--- src/rtl/proc_pkg.sv ---
// Shared widths and types for the execute stage: ALU opcodes, branch conditions,
// the NZCV flag layout and the multiplier sequencing states.
package proc_pkg;

  localparam int W     = 32;
  localparam int IMM_W = 19;
  localparam int CNT_W = $clog2(W);

  typedef enum logic [3:0] {
    ALU_ADD = 4'd0,
    ALU_SUB = 4'd1,
    ALU_AND = 4'd2,
    ALU_OR  = 4'd3,
    ALU_XOR = 4'd4,
    ALU_SLL = 4'd5,
    ALU_SRL = 4'd6,
    ALU_SRA = 4'd7,
    ALU_MUL = 4'd8
  } alu_op_e;

  typedef enum logic [3:0] {
    COND_AL = 4'd0,
    COND_EQ = 4'd1,
    COND_NE = 4'd2,
    COND_LT = 4'd3,
    COND_GE = 4'd4
  } cond_e;

  typedef struct packed {
    logic n;
    logic z;
    logic c;
    logic v;
  } flags_t;

  typedef enum logic [1:0] {
    MUL_IDLE = 2'd0,
    MUL_BUSY = 2'd1,
    MUL_DONE = 2'd2
  } mul_state_e;

  function automatic logic [W-1:0] sext_imm(input logic [IMM_W-1:0] imm);
    return {{(W-IMM_W){imm[IMM_W-1]}}, imm};
  endfunction

endpackage

--- src/rtl/seq_multiplier.sv ---
// Radix-2 shift-add multiplier: one partial-product step per cycle over W cycles,
// producing the low W bits of the product. Can be held and aborted by the pipeline.
module seq_multiplier
  import proc_pkg::*;
(
  input  logic         clk,
  input  logic         rst_n,
  input  logic         i_start,
  input  logic         i_hold,
  input  logic         i_abort,
  input  logic [W-1:0] i_a,
  input  logic [W-1:0] i_b,
  output logic         o_busy,
  output logic         o_done,
  output logic [W-1:0] o_product
);

  mul_state_e       r_state;
  mul_state_e       w_nextState;
  logic [CNT_W-1:0] r_cnt;
  logic [W-1:0]     r_mcand;
  logic [W-1:0]     r_mplier;
  logic [W-1:0]     r_acc;
  logic             w_start;
  logic             w_step;
  logic             w_lastStep;

  assign w_start    = i_start && (r_state == MUL_IDLE);
  assign w_step     = (r_state == MUL_BUSY) && !i_hold && !i_abort;
  assign w_lastStep = (r_cnt == CNT_W'(W - 1));

  always_ff @(posedge clk or negedge rst_n) begin
    if (!rst_n) begin
      r_state <= MUL_IDLE;
    end else begin
      r_state <= w_nextState;
    end
  end

  // Abort beats hold; DONE waits under hold until the result is taken downstream.
  always_comb begin
    w_nextState = r_state;
    case (r_state)
      MUL_IDLE: begin
        if (w_start) w_nextState = MUL_BUSY;
      end
      MUL_BUSY: begin
        if (i_abort)                 w_nextState = MUL_IDLE;
        else if (w_step && w_lastStep) w_nextState = MUL_DONE;
      end
      MUL_DONE: begin
        if (i_abort || !i_hold) w_nextState = MUL_IDLE;
      end
      default: w_nextState = MUL_IDLE;
    endcase
  end

  always_ff @(posedge clk or negedge rst_n) begin
    if (!rst_n) begin
      r_cnt    <= '0;
      r_mcand  <= '0;
      r_mplier <= '0;
      r_acc    <= '0;
    end else if (w_start) begin
      r_cnt    <= '0;
      r_mcand  <= i_a;
      r_mplier <= i_b;
      r_acc    <= '0;
    end else if (w_step) begin
      if (r_mplier[0]) r_acc <= r_acc + r_mcand;
      r_mcand  <= r_mcand << 1;
      r_mplier <= r_mplier >> 1;
      r_cnt    <= r_cnt + 1'b1;
    end
  end

  assign o_busy    = (r_state == MUL_BUSY);
  assign o_done    = (r_state == MUL_DONE);
  assign o_product = r_acc;

endmodule

--- src/rtl/execute_stage.sv ---
// EX stage: ALU, sequential multiplier, NZCV flags, branch/jump resolution and the
// E/M pipeline register. Reports multiplier stalls and PC redirects to hazard logic.
module execute_stage
  import proc_pkg::*;
(
  input  logic             clk,
  input  logic             rst_n,
  input  logic             pcload_E,
  input  logic             regw_E,
  input  logic             memw_E,
  input  logic             regmem_E,
  input  logic             branch_E,
  input  logic             ALUope_E,
  input  logic             flag_E,
  input  logic [3:0]       ALUctrl_E,
  input  logic [3:0]       regScr_E,
  input  logic [W-1:0]     regA_E,
  input  logic [W-1:0]     regB_E,
  input  logic [IMM_W-1:0] inm_E,
  input  logic [W-1:0]     pc_E,
  input  logic             stall_M,
  input  logic             flush_M,
  output logic             stall_E,
  output logic             redirect_E,
  output logic [W-1:0]     pctarget_E,
  output logic             regw_M,
  output logic             memw_M,
  output logic             regmem_M,
  output logic [3:0]       regScr_M,
  output logic [W-1:0]     aluRes_M,
  output logic [W-1:0]     wdata_M,
  output logic [3:0]       flags_q
);

  logic [W-1:0]     w_immExt;
  logic [W-1:0]     w_opB;
  logic [CNT_W-1:0] w_shamt;
  logic [W:0]       w_sum;
  logic [W:0]       w_diff;
  logic [W-1:0]     w_aluRes;
  logic             w_carry;
  logic             w_ovf;
  logic [W-1:0]     w_result;
  logic [W-1:0]     w_product;
  logic             w_mulReq;
  logic             w_mulStart;
  logic             w_mulBusy;
  logic             w_mulDone;
  logic             w_idle;
  logic             w_bubble;
  logic             w_condTrue;
  logic             w_flagWe;
  flags_t           w_flagsNext;
  flags_t           r_flags;

  assign w_immExt = sext_imm(inm_E);
  assign w_opB    = ALUope_E ? w_immExt : regB_E;
  assign w_shamt  = w_opB[CNT_W-1:0];
  assign w_sum    = {1'b0, regA_E} + {1'b0, w_opB};
  assign w_diff   = {1'b0, regA_E} - {1'b0, w_opB};

  // C is the unsigned carry out for ADD and the no-borrow indication for SUB.
  always_comb begin
    w_aluRes = '0;
    w_carry  = 1'b0;
    w_ovf    = 1'b0;
    case (alu_op_e'(ALUctrl_E))
      ALU_ADD: begin
        w_aluRes = w_sum[W-1:0];
        w_carry  = w_sum[W];
        w_ovf    = (regA_E[W-1] == w_opB[W-1]) && (w_sum[W-1] != regA_E[W-1]);
      end
      ALU_SUB: begin
        w_aluRes = w_diff[W-1:0];
        w_carry  = ~w_diff[W];
        w_ovf    = (regA_E[W-1] != w_opB[W-1]) && (w_diff[W-1] != regA_E[W-1]);
      end
      ALU_AND: w_aluRes = regA_E & w_opB;
      ALU_OR:  w_aluRes = regA_E | w_opB;
      ALU_XOR: w_aluRes = regA_E ^ w_opB;
      ALU_SLL: w_aluRes = regA_E << w_shamt;
      ALU_SRL: w_aluRes = regA_E >> w_shamt;
      ALU_SRA: w_aluRes = $unsigned($signed(regA_E) >>> w_shamt);
      default: w_aluRes = '0;
    endcase
  end

  assign w_mulReq   = (alu_op_e'(ALUctrl_E) == ALU_MUL) && !branch_E;
  assign w_idle     = !w_mulBusy && !w_mulDone;
  assign w_mulStart = w_idle && w_mulReq && !stall_M && !flush_M;

  seq_multiplier u_mul (
    .clk       (clk),
    .rst_n     (rst_n),
    .i_start   (w_mulStart),
    .i_hold    (stall_M),
    .i_abort   (flush_M),
    .i_a       (regA_E),
    .i_b       (w_opB),
    .o_busy    (w_mulBusy),
    .o_done    (w_mulDone),
    .o_product (w_product)
  );

  assign w_result = w_mulDone ? w_product : w_aluRes;
  assign w_bubble = (w_idle && w_mulReq) || w_mulBusy;
  assign stall_E  = rst_n && w_bubble;

  always_comb begin
    w_flagsNext   = '0;
    w_flagsNext.n = w_result[W-1];
    w_flagsNext.z = (w_result == '0);
    w_flagsNext.c = w_carry && !w_mulDone;
    w_flagsNext.v = w_ovf && !w_mulDone;
  end

  // Branches read only the registered flags; a flag-setting op in E is not forwarded.
  always_comb begin
    w_condTrue = 1'b0;
    case (cond_e'(ALUctrl_E))
      COND_AL: w_condTrue = 1'b1;
      COND_EQ: w_condTrue = r_flags.z;
      COND_NE: w_condTrue = !r_flags.z;
      COND_LT: w_condTrue = r_flags.n ^ r_flags.v;
      COND_GE: w_condTrue = !(r_flags.n ^ r_flags.v);
      default: w_condTrue = 1'b0;
    endcase
  end

  assign redirect_E = rst_n && w_idle && !stall_M && (pcload_E || (branch_E && w_condTrue));
  assign pctarget_E = pcload_E ? regA_E : (pc_E + w_immExt);

  assign w_flagWe = flag_E && !flush_M && !stall_M && !w_bubble;

  always_ff @(posedge clk or negedge rst_n) begin
    if (!rst_n) begin
      r_flags <= '0;
    end else if (w_flagWe) begin
      r_flags <= w_flagsNext;
    end
  end

  assign flags_q = r_flags;

  always_ff @(posedge clk or negedge rst_n) begin
    if (!rst_n) begin
      regw_M   <= 1'b0;
      memw_M   <= 1'b0;
      regmem_M <= 1'b0;
      regScr_M <= '0;
      aluRes_M <= '0;
      wdata_M  <= '0;
    end else if (flush_M || (w_bubble && !stall_M)) begin
      regw_M   <= 1'b0;
      memw_M   <= 1'b0;
      regmem_M <= 1'b0;
      regScr_M <= '0;
      aluRes_M <= '0;
      wdata_M  <= '0;
    end else if (!stall_M) begin
      regw_M   <= regw_E;
      memw_M   <= memw_E;
      regmem_M <= regmem_E;
      regScr_M <= regScr_E;
      aluRes_M <= w_result;
      wdata_M  <= regB_E;
    end
  end

endmodule

--- config.mk ---
export PLATFORM = sky130hd
export DESIGN_NAME = execute_stage
export DESIGN_NICKNAME = d
export VERILOG_FILES = /design/src/rtl/proc_pkg.sv /design/src/rtl/seq_multiplier.sv /design/src/rtl/execute_stage.sv
export SDC_FILE = /design/constraint.sdc
export NUM_CORES = 1
export LEC_CHECK = 0
export ABC_AREA = 1
export CORE_MARGIN = 10
export CORE_UTILIZATION = 40
export CTS_BUF_LIST = sky130_fd_sc_hd__clkbuf_8 sky130_fd_sc_hd__clkbuf_16
export DETAILED_ROUTE_END_ITERATION = 16
export PLACE_DENSITY = 0.58
export SLEW_MARGIN = 20
export SYNTH_ARGS = -nofsm -noshare
export SYNTH_HDL_FRONTEND = slang
export SYNTH_SLANG_ARGS = --single-unit
--- constraint.sdc ---
create_clock -name clk -period 3.9 [get_ports clk]
set_input_delay 0.39 -clock clk [delete_from_list [all_inputs] [get_ports clk]]
set_output_delay 0.39 -clock clk [all_outputs]
set_load 0.02 [all_outputs]
=== Word level (Yosys, flattened, before mapping) ===
Cells that the tools add are included.

* Logic and storage cells: 121
* Register bits: 178
* Bits of input ports: 134
* Output and inout port bits: 109

* Add/sub/neg operators: 5
* Reduce and logical (&&, ||, !) cells: 41
* Shift-type cells: 3
* Eq/ne operators: 19
* Bitwise gates (word level): 5
* Multiplexer cells: 33

{| class="wikitable"
|+ Operator list
! kind !! count
|-
| 32-bit two-way mux || 14
|-
| 32-bit one-hot mux with 8 select lines || 1
|-
| 32-bit adder || 2
|-
| 32-bit by 32-bit adder with 33-bit output || 1
|-
| 32-bit by 32-bit subtractor with 33-bit output || 1
|-
| 32-bit bitwise AND || 1
|-
| 32-bit logical NOT || 1
|-
| 32-bit bitwise OR || 1
|-
| 32-bit by 5-bit << shifter with 32-bit output || 1
|-
| 32-bit by 5-bit right shift with 32-bit output || 1
|-
| 32-bit by 5-bit >>> shifter with 32-bit output || 1
|-
| 32-bit XOR || 1
|-
| 1-bit logical AND || 22
|-
| 4-bit by 3-bit equality test with 1-bit output (second input constant) || 4
|-
| 5-bit two-way mux || 2
|-
| 4-bit by 2-bit equality test with 1-bit output (second input constant) || 2
|-
| 1-bit logical NOT || 8
|-
| 2-bit two-way mux || 4
|-
| 4-bit two-way mux || 2
|-
| 1-bit two-way mux || 6
|-
| 2-bit by 1-bit inequality test with 1-bit output (second input constant) || 3
|-
| 2-bit one-hot mux with 3 select lines || 1
|-
| 5-bit by 1-bit adder with 5-bit output (second input constant) || 1
|-
| 5-bit equality test (second input constant) || 1
|-
| 17 further kinds || 24
|}

=== Depth between registers and ports, before layout ===
Gate-level depths: netlist of the first run.

* Word-level depth: 9
* Depth in mapped cells: 30
* Depth with buffers taken out: 28

=== Modules after synthesis ===
From an unflattened synthesis of the first run, not the netlist that was laid out.

* Cell total of the unflattened synthesis: 3,878
* Area, all modules: 22,909.5 µm²

{| class="wikitable"
|+ Modules (own cells, without submodules)
! module !! cells an instance !! area each (µm²) !! instances !! seq. area each (µm²)
|-
| execute_stage || 2,942 || 16,314.4 || 1 || 1,876.8
|-
| seq_multiplier || 936 || 6,595.1 || 1 || 2,577.5
|}

=== Worst setup path after synthesis of the first run ===
No wires, ideal clock.

* Kind: input to register
* Start: input port ALUope_E
* End: register r_flags, in the netlist flags_q[2]
* Setup slack: 656 ps
* Data arrival time: 3,179 ps
* Stages on the path: 25
* Required time: 3,835 ps
* Library setup time: 65 ps
* Path buffers: 4
* Cells stage by stage: buf_6 inv_4 buf_4 clkbuf_1 or2_2 o21ai_0 ha_1 buf_2 nand2_1 nand2_1 a21oi_2 nor2_1 nor2_1 inv_1 a21oi_1 nand3_1 nand3_1 nand2_1 nor2_1 nor2_1 nor2_1 nand3_1 nor2_1 nand2_1 nand2_1

* Cells in the longest elaborated chain, start to end: 5
* Elaborated cells on any way between the ends: 12
* Classes of those cells: add/sub (2); shift (3); mux (3); bitwise (3); reduce/logical (1)

{| class="wikitable"
|+ Ends and longest elaborated chain
! what !! line !! text
|-
| start: declaration || execute_stage.sv:13 || <nowiki>input logic ALUope_E,</nowiki>
|-
| 32-bit two-way mux * || execute_stage.sv:57 || <nowiki>assign w_opB = ALUope_E ? w_immExt : regB_E;</nowiki>
|-
| 32-bit by 32-bit subtractor with 33-bit output (tied with other cells) || execute_stage.sv:60 || <nowiki>assign w_diff = {1'b0, regA_E} - {1'b0, w_opB};</nowiki>
|-
| 32-bit one-hot mux with 8 select lines * || execute_stage.sv:67 || <nowiki>case (alu_op_e'(ALUctrl_E))</nowiki>
|-
| 32-bit two-way mux * || execute_stage.sv:105 || <nowiki>assign w_result = w_mulDone ? w_product : w_aluRes;</nowiki>
|-
| 32-bit logical NOT * || execute_stage.sv:112 || <nowiki>w_flagsNext.z = (w_result == '0);</nowiki>
|-
| end signal: assignment || execute_stage.sv:139 || <nowiki>r_flags <= w_flagsNext;</nowiki>
|-
| end: declaration || execute_stage.sv:54 || <nowiki>flags_t r_flags;</nowiki>
|}

Every way passes the cells marked *; elsewhere a longest branch is shown, timed or not.
A chain may end at the register's enable or synchronous reset.

=== Worst setup path after layout of the first run ===
Same ends and word-level chain as after synthesis.

==> results of run 1 <==
[critical path: cells and delay by family]
family	cells	cell delay (ns)
buf+inv	7	1.34
compound gates	1	0.20
fa+ha+maj	1	0.18
simple gates	19	2.05
[placed cells by master (no fill, tap or decap), types with 12 or more instances in the layout]
cell type and instances:
a21oi_1 195, a22o_1 50, a31oi_1 18, buf_12 12
buf_4 554, clkbuf_16 17, clkdlybuf4s50_1 223, dfrtp_1 178
ha_1 186, inv_1 419, nand2_1 1120, nand3_1 562
nand3_2 20, nand4_1 29, nor2_1 253, nor3_1 25
o211ai_1 50, o21ai_0 145, o21bai_1 13, o221ai_1 16
o22ai_1 28, or2_2 31, xnor2_1 13, xor2_1 15
[worst max-delay path by stage]
stage	to	slack, ns	depth (start not counted)
after floorplan	flags_q[2]$_DFFE_PN0P_	0.66	25
after global placement	flags_q[2]$_DFFE_PN0P_	-0.46	24
after detailed placement	flags_q[2]$_DFFE_PN0P_	-0.43	24
after CTS	pctarget_E[21]	0.01	15
after global routing	flags_q[2]$_DFFE_PN0P_	-0.10	25
final	flags_q[2]$_DFFE_PN0P_	0.15	28
[cells in the mapped netlist (8+ instances only)]
master | number | area, um^2
inv_1 | 419 | 1573
nand4_1 | 29 | 181.4
xnor2_1 | 13 | 113.9
o21ai_1 | 11 | 55.05
a31oi_1 | 18 | 112.6
nand2_1 | 1122 | 4212
clkbuf_1 | 80 | 300.3
buf_2 | 47 | 235.2
dfrtp_1 | 178 | 4454
o21bai_1 | 13 | 97.59
o31ai_1 | 11 | 82.58
o21a_1 | 8 | 60.06
buf_4 | 10 | 75.07
nand3_1 | 562 | 2813
nand3_2 | 20 | 200.2
nor3_1 | 27 | 135.1
xor2_1 | 15 | 131.4
o22ai_1 | 28 | 175.2
buf_1 | 10 | 37.54
a22o_1 | 50 | 437.9
o211ai_1 | 50 | 375.4
nand3_4 | 9 | 157.7
a21oi_1 | 197 | 986.0
o221ai_1 | 16 | 140.1
ha_1 | 186 | 2327
or2_2 | 31 | 193.9
nor2_1 | 261 | 979.7
a21boi_1 | 8 | 60.06
o21ai_0 | 148 | 740.7
[sequential cells by signal (all words and copies together), names as in the netlist]
register / count
regScr_M: 4
flags_q: 4
wdata_M: 32
u_mul.o_product: 32
regw_M: 1
aluRes_M: 32
u_mul.r_mcand: 32
memw_M: 1
u_mul.r_mplier: 32
u_mul.r_state: 2
u_mul.r_cnt: 5
regmem_M: 1
[metal layers]
layer  vias to the layer above  GRT usage (%)
met2                      1341          50.91
met5                         -              0
met3                       148          7.333
li1                      13440              -
met1                     13210          49.51
met4                         4          14.39
[kinds of logic after synthesis]
group | count (synthesis) | share of synthesized area (%)
simple gates | 2093 | 41.06
compound gates | 587 | 16.10
buf+inv | 581 | 10.69
fa+ha+maj | 190 | 10.86
flops | 178 | 20.09
xor+xnor | 28 | 1.106
mux | 2 | 0.09030
[final cells by class]
type                            instances  share of cell area, %
Multi-Input combinational cell       2900                  51.77
Timing Repair Buffer                  808                  22.88
Sequential cell                       178                  14.92
Inverter                              424                  5.353
Tap cell                              748                  3.136
Clock buffer                           18                  1.471
Clock inverter                         14                 0.4569
Antenna cell                            1               0.008384
[through the flow]
step           TNS [ns]  hold slack (ns)  setup slack, ns  cells
5_1_grt         -0.1033           0.3923          -0.1033   5090
3_5_place_dp     -5.724           0.3479          -0.4338   5056
6_report              0           0.3580           0.1474   5091
4_1_cts               0           0.3578          0.01018   5089
2_1_floorplan         0          0.09441           0.6563   3659
3_3_place_gp     -4.233           0.3428          -0.4570   5056
[repair_timing]
item | 4_1_cts | 5_1_grt
setup buffers | 0 | 1
hold buffers | 1 | 0
cloned | 0 | 0
endpoints found under the hold margin | 40 | 0
resized for setup | 11 | 34
endpoints found under the setup margin | 11 | 24
[report_power, final]
| part | internal, mW | leakage [nW] | switching [mW] |
|---|---|---|---|
| sequential | 2.26 | 2.42 | 0.382 |
| combinational | 2.24 | 13.3 | 3.35 |
| clock | 0.865 | 0.289 | 0.942 |
==> key figures, run 1 <==
Layout
  • Final #Nets: 4653
  • Synth-to-layout area growth: 34.62%
  • Final core utilization: 54.28%
  • Filler cells: 5754
  • Fraction of layout cells with a size suffix above 1: 16.21%
  • Reg area: 4454 um^2
  • Area of the multi-input gates: 15450 um^2
  • Final Instance Area: 29850 um^2

Critical path
  • Worst EP arrival: 4.20 ns
  • Worst-path maximum fanout: 18
  • FF-to-FF path depth: 15
  • R2r endpoint: u_mul.o_product[27]$_DFFE_PN0P_
  • Most frequent CP cell: nand2_1
  • Reg2reg setup slack: 0.49 ns
  • CP required: 4.35 ns
  • Worst path slowest cell: clkdlybuf4s50_1
  • CP max stage delay: 0.50 ns
  • Setup crit start: ALUope_E
  • Crit end category: register
  • Reg2reg start: u_mul.r_mcand[2]$_DFFE_PN0P_
  • Critical Path Start Type: primary input
  • WS Path Type: primary input to register

Clock network
  • Worst-skew pair later-pin latency: 0.51 ns
  • Root Buffer: clkbuf_16
  • CTS tree: done
  • H-tree depth: 4
  • Clock sinks: 178
  • CTS Buf Count: 17
  • Clock tree buffer depth: 2
  • Clk slew on worst S/H paths: 0.09 ns

STA
  • RSZ-0062 raised after global routing: yes
  • Period minus WS final: 3.753 ns
  • Hold Vio Cnt, Final: 0
  • Setup Skew: 0.02157 ns
  • Slew Limit Fails: 0
  • Period utilization: 96.22%
  • Slew @ Worst Pin: 1.021 ns
  • Fmax: 0.2665 GHz
  • Final setup viols: 0
  • Slew headroom: 31.76%

Floorplanning
  • Initial Util: 40.32%
  • Ports: 243
  • # rows: 86
  • DIE AREA: 65240 um^2
  • Placeable Area: 54990 um^2
  • Die width: 255.4 um
  • Die H: 255.4 um

Yosys
  • Most used DFF post-synth: dfrtp_1
  • Gate count after technology mapping: 3659
  • Syn nets: 3983
  • Synth async-reset ratio: 100.0%
  • Post-synth EDFFs: 0
  • Yosys Warn Count: 0
  • Post-synthesis cell type count: 58
  • Seq/Total Area, Yosys: 20.09%
  • Cell area after synthesis: 22170 um^2
  • Seq cells post-synth: 178
  • Syn_area_per_cell: 6.059 um^2

Drt
  • DR pass1 iterations: 6
  • Residual DRC: 0
  • Met2 WL: 48.61 mm
  • Vias: 28150
  • Drt initial violations: 3321
  • Routed wl met3: 11.71 mm
  • Post-route ant nets: 0
  • M1 WL: 53.10 mm
  • DR top layer: met5
  • Final Routed Wirelength: 118.6 mm
  • Wire per inst: 23.29 um
  • Via density: 5.530

Power
  • VDD IR max: 0.3633 mV
  • Total power: 10.04 mW
  • P_leak: 15.99 nW
  • PD cells: 336.4 nW/um^2

Global routing
  • Largest net degree at the start of global routing: 72
  • Initial antenna violation count: 6
  • Global-route wire length before repair: 172.8 mm
  • GRT Overall Usage: 35.11%
  • Vias in the first global route: 26250
  • Overflow left after global routing: 0

Status
  • Outcome: complete, no violations

Placed design
  • Dpl cell area: 29190 um^2
  • Post-detail-place hpwl: 98.08 mm
  • # port buffers: 242
  • Placer Congestion: 1.086

Min path
  • Worst Hold Class: primary input to asynchronous set/reset pin

Run
  • Max-cap violations: 0
Power figures use the tool's default switching activity.
==> run 2: changes to the inputs <==
==> constraint.sdc (replaced) <==
create_clock -name clk -period 4.29 [get_ports clk]
set_input_delay 0.429 -clock clk [delete_from_list [all_inputs] [get_ports clk]]
set_output_delay 0.429 -clock clk [all_outputs]
set_load 0.02 [all_outputs]
==> run 2 against run 1 <==
  * Largest cell class unchanged
  * Die area unchanged
  * Critical path depth down 5
  * Final cell count fell by 3.5%
  * Final area is 4.5% lower
  * Non-clock buffer count decreased by 181
  * Critical endpoint unchanged
  * Total power down 9.9%
  * Register-to-register slack better by 0.60 ns
  * Clock power about the same
  * Global-route usage fell by 0.26 points
  * First-iteration DRC count is 3.6% lower
==> key figures, run 2 (synthesis gave the netlist of run 1 again) <==
Status
  • Outcome: complete, no violations

Layout
  • Filler cells: 5867
  • Final core utilization: 51.84%
  • Fraction of layout cells with a size suffix above 1: 12.18%
  • Synth-to-layout area growth: 28.57%
  • Final Instance Area: 28510 um^2
  • Commonest non-fill, non-tap cells in the layout: nand2_1 (1121), nand3_1 (562), inv_1 (419)
  • Most common cell after layout, fill and taps aside: nand2_1
  • Final #Nets: 4472
  • Final Non-Filler Cells: 4912

Clock network
  • Clock tree buffer depth: 2
  • Clk slew on worst S/H paths: 0.10 ns
  • Worst-skew pair later-pin latency: 0.53 ns
  • Setup repair bufs after CTS: 0
  • CTS tree: done
  • CTS Buf Count: 17
  • Root Buffer: clkbuf_16
  • H-tree depth: 4
  • Clock sinks: 178

Power
  • PD cells: 317.4 nW/um^2
  • VDD IR max: 0.3221 mV
  • P_leak: 15.16 nW
  • Total power: 9.046 mW

STA
  • Slew headroom: 38.01%
  • Final setup viols: 0
  • Period minus WS final: 4.051 ns
  • Period utilization: 94.44%
  • Hold Vio Cnt, Final: 0
  • Slew Limit Fails: 0
  • Fmax: 0.2468 GHz
  • Final TNS setup: 0 ns
  • RSZ-0062 raised after global routing: no
  • Slew @ Worst Pin: 0.9289 ns
  • Setup Skew: 0.02786 ns

Drt
  • DR pass1 iterations: 5
  • Drt initial violations: 3203
  • Wire per inst: 24.02 um
  • Via density: 5.644
  • Residual DRC: 0
  • Vias: 27730
  • Final Routed Wirelength: 118.0 mm
  • Post-route ant nets: 0

Floorplanning
  • # rows: 86
  • DIE AREA: 65240 um^2
  • Placeable Area: 54990 um^2
  • Ports: 243
  • Die width: 255.4 um
  • Initial Util: 40.32%
  • Die H: 255.4 um

Critical path
  • Reg2reg setup slack: 1.09 ns
  • Worst-path maximum fanout: 18
  • CP max stage delay: 0.44 ns
  • Worst EP arrival: 4.51 ns
  • Most frequent CP cell: nand2_1
  • Crit end category: register
  • WS Path Type: primary input to register
  • CP required: 4.75 ns
  • Critical Path Start Type: primary input
  • CP cell instances: clkdlybuf4s50_1 -> buf_12 -> inv_4 -> buf_4 -> or2_2 -> o21ai_0 -> buf_4 -> ha_1 -> nand2_1 -> buf_4 -> nor3_1 -> nand2_1 -> nand2_1 -> nand2_1 -> nand3_1 -> nand3_1 -> a21boi_1 -> nand2_1 -> nor2_1 -> nand2_1 -> nor2_1 -> nand2_1 -> nand2_1
  • Worst path slowest cell: clkdlybuf4s50_1

Global routing
  • Initial antenna violation count: 6
  • Overflow left after global routing: 0
  • Global-route wire length before repair: 171.4 mm
  • Largest net degree at the start of global routing: 72
  • GRT Overall Usage: 34.86%
  • Vias in the first global route: 25670

Placed design
  • Inst Count DP: 4876
  • Placer Congestion: 1.056
  • # port buffers: 242
  • Post-detail-place hpwl: 95.67 mm
  • Dpl cell area: 27820 um^2

Min path
  • Worst Hold Class: primary input to asynchronous set/reset pin

Run
  • Max-cap violations: 0
==> run 2: routing by layer <==
layer | track usage (%) | vias to the layer above | wire length, um | part of all wire [%]
li1 | - | 13120 | - | -
met2 | 49.67 | 1380 | 47450 | 40
met5 | 0 | - | 48 | 0.041
met4 | 15.93 | 8 | 5880 | 5.0
met3 | 8.171 | 183 | 11930 | 10
met1 | 48.72 | 13040 | 52680 | 45
==> run 2: critical path: cells and delay by family <==
family                     cells  cell delay (ns)
buffers and inverters          6             1.43
and+or+nand+nor               14             1.79
AOI/OAI and AO/OA              2             0.46
adders and majority gates      1             0.37
==> run 2: what timing repair did <==
action / 4_1_cts / 5_1_grt
hold buffers: 1 / 0
resized for setup: 1 / 17
endpoints found under the setup margin: 1 / 14
cloned: 0 / 0
hold endpoints to repair: 62 / 0
==> run 2: final timing paths <==
kind,startpoint,to,cells after the start
max,ALUope_E,flags_q[2]$_DFFE_PN0P_,23
min,rst_n,u_mul.r_mcand[22]$_DFFE_PN0P_,2
max reg2reg,u_mul.r_mcand[4]$_DFFE_PN0P_,u_mul.o_product[27]$_DFFE_PN0P_,14
min reg2reg,aluRes_M[2]$_DFFE_PN0P_,aluRes_M[2]$_DFFE_PN0P_,2
max in group asynchronous,rst_n,u_mul.o_product[8]$_DFFE_PN0P_,3
min in group clk,aluRes_M[2]$_DFFE_PN0P_,aluRes_M[2]$_DFFE_PN0P_,2
==> run 2: report_power, final <==
part / leakage [nW] / switching (mW) / total, mW / internal, mW
combinational: 12.4 / 3.02 / 4.88 / 1.86
clock: 0.307 / 0.976 / 1.79 / 0.816
sequential: 2.42 / 0.311 / 2.37 / 2.06
total: 15.2 / 4.31 / 9.05 / 4.74
==> run 2: metrics by stage <==
| stage | hold slack (ns) | worst slack (ns) |
|---|---|---|
| 2_1_floorplan | 0.1334 | 1.007 |
| 3_3_place_gp | 0.4609 | -0.1707 |
| 3_5_place_dp | 0.4609 | -0.1634 |
| 4_1_cts | 0.4505 | 0.01478 |
| 5_1_grt | 0.4879 | 0.004536 |
| 6_report | 0.4550 | 0.2386 |
==> run 2: area by class of cell <==
class / instances / area (um^2) / area share, %
Inverter: 424 / 1594 / 5.592
Sequential cell: 178 / 4454 / 15.63
Clock inverter: 15 / 214.0 / 0.7506
Antenna cell: 3 / 7.507 / 0.02634
Timing Repair Buffer: 627 / 5466 / 19.18
Multi-Input combinational cell: 2900 / 15410 / 54.05
Clock buffer: 17 / 425.4 / 1.492
Tap cell: 748 / 935.9 / 3.283
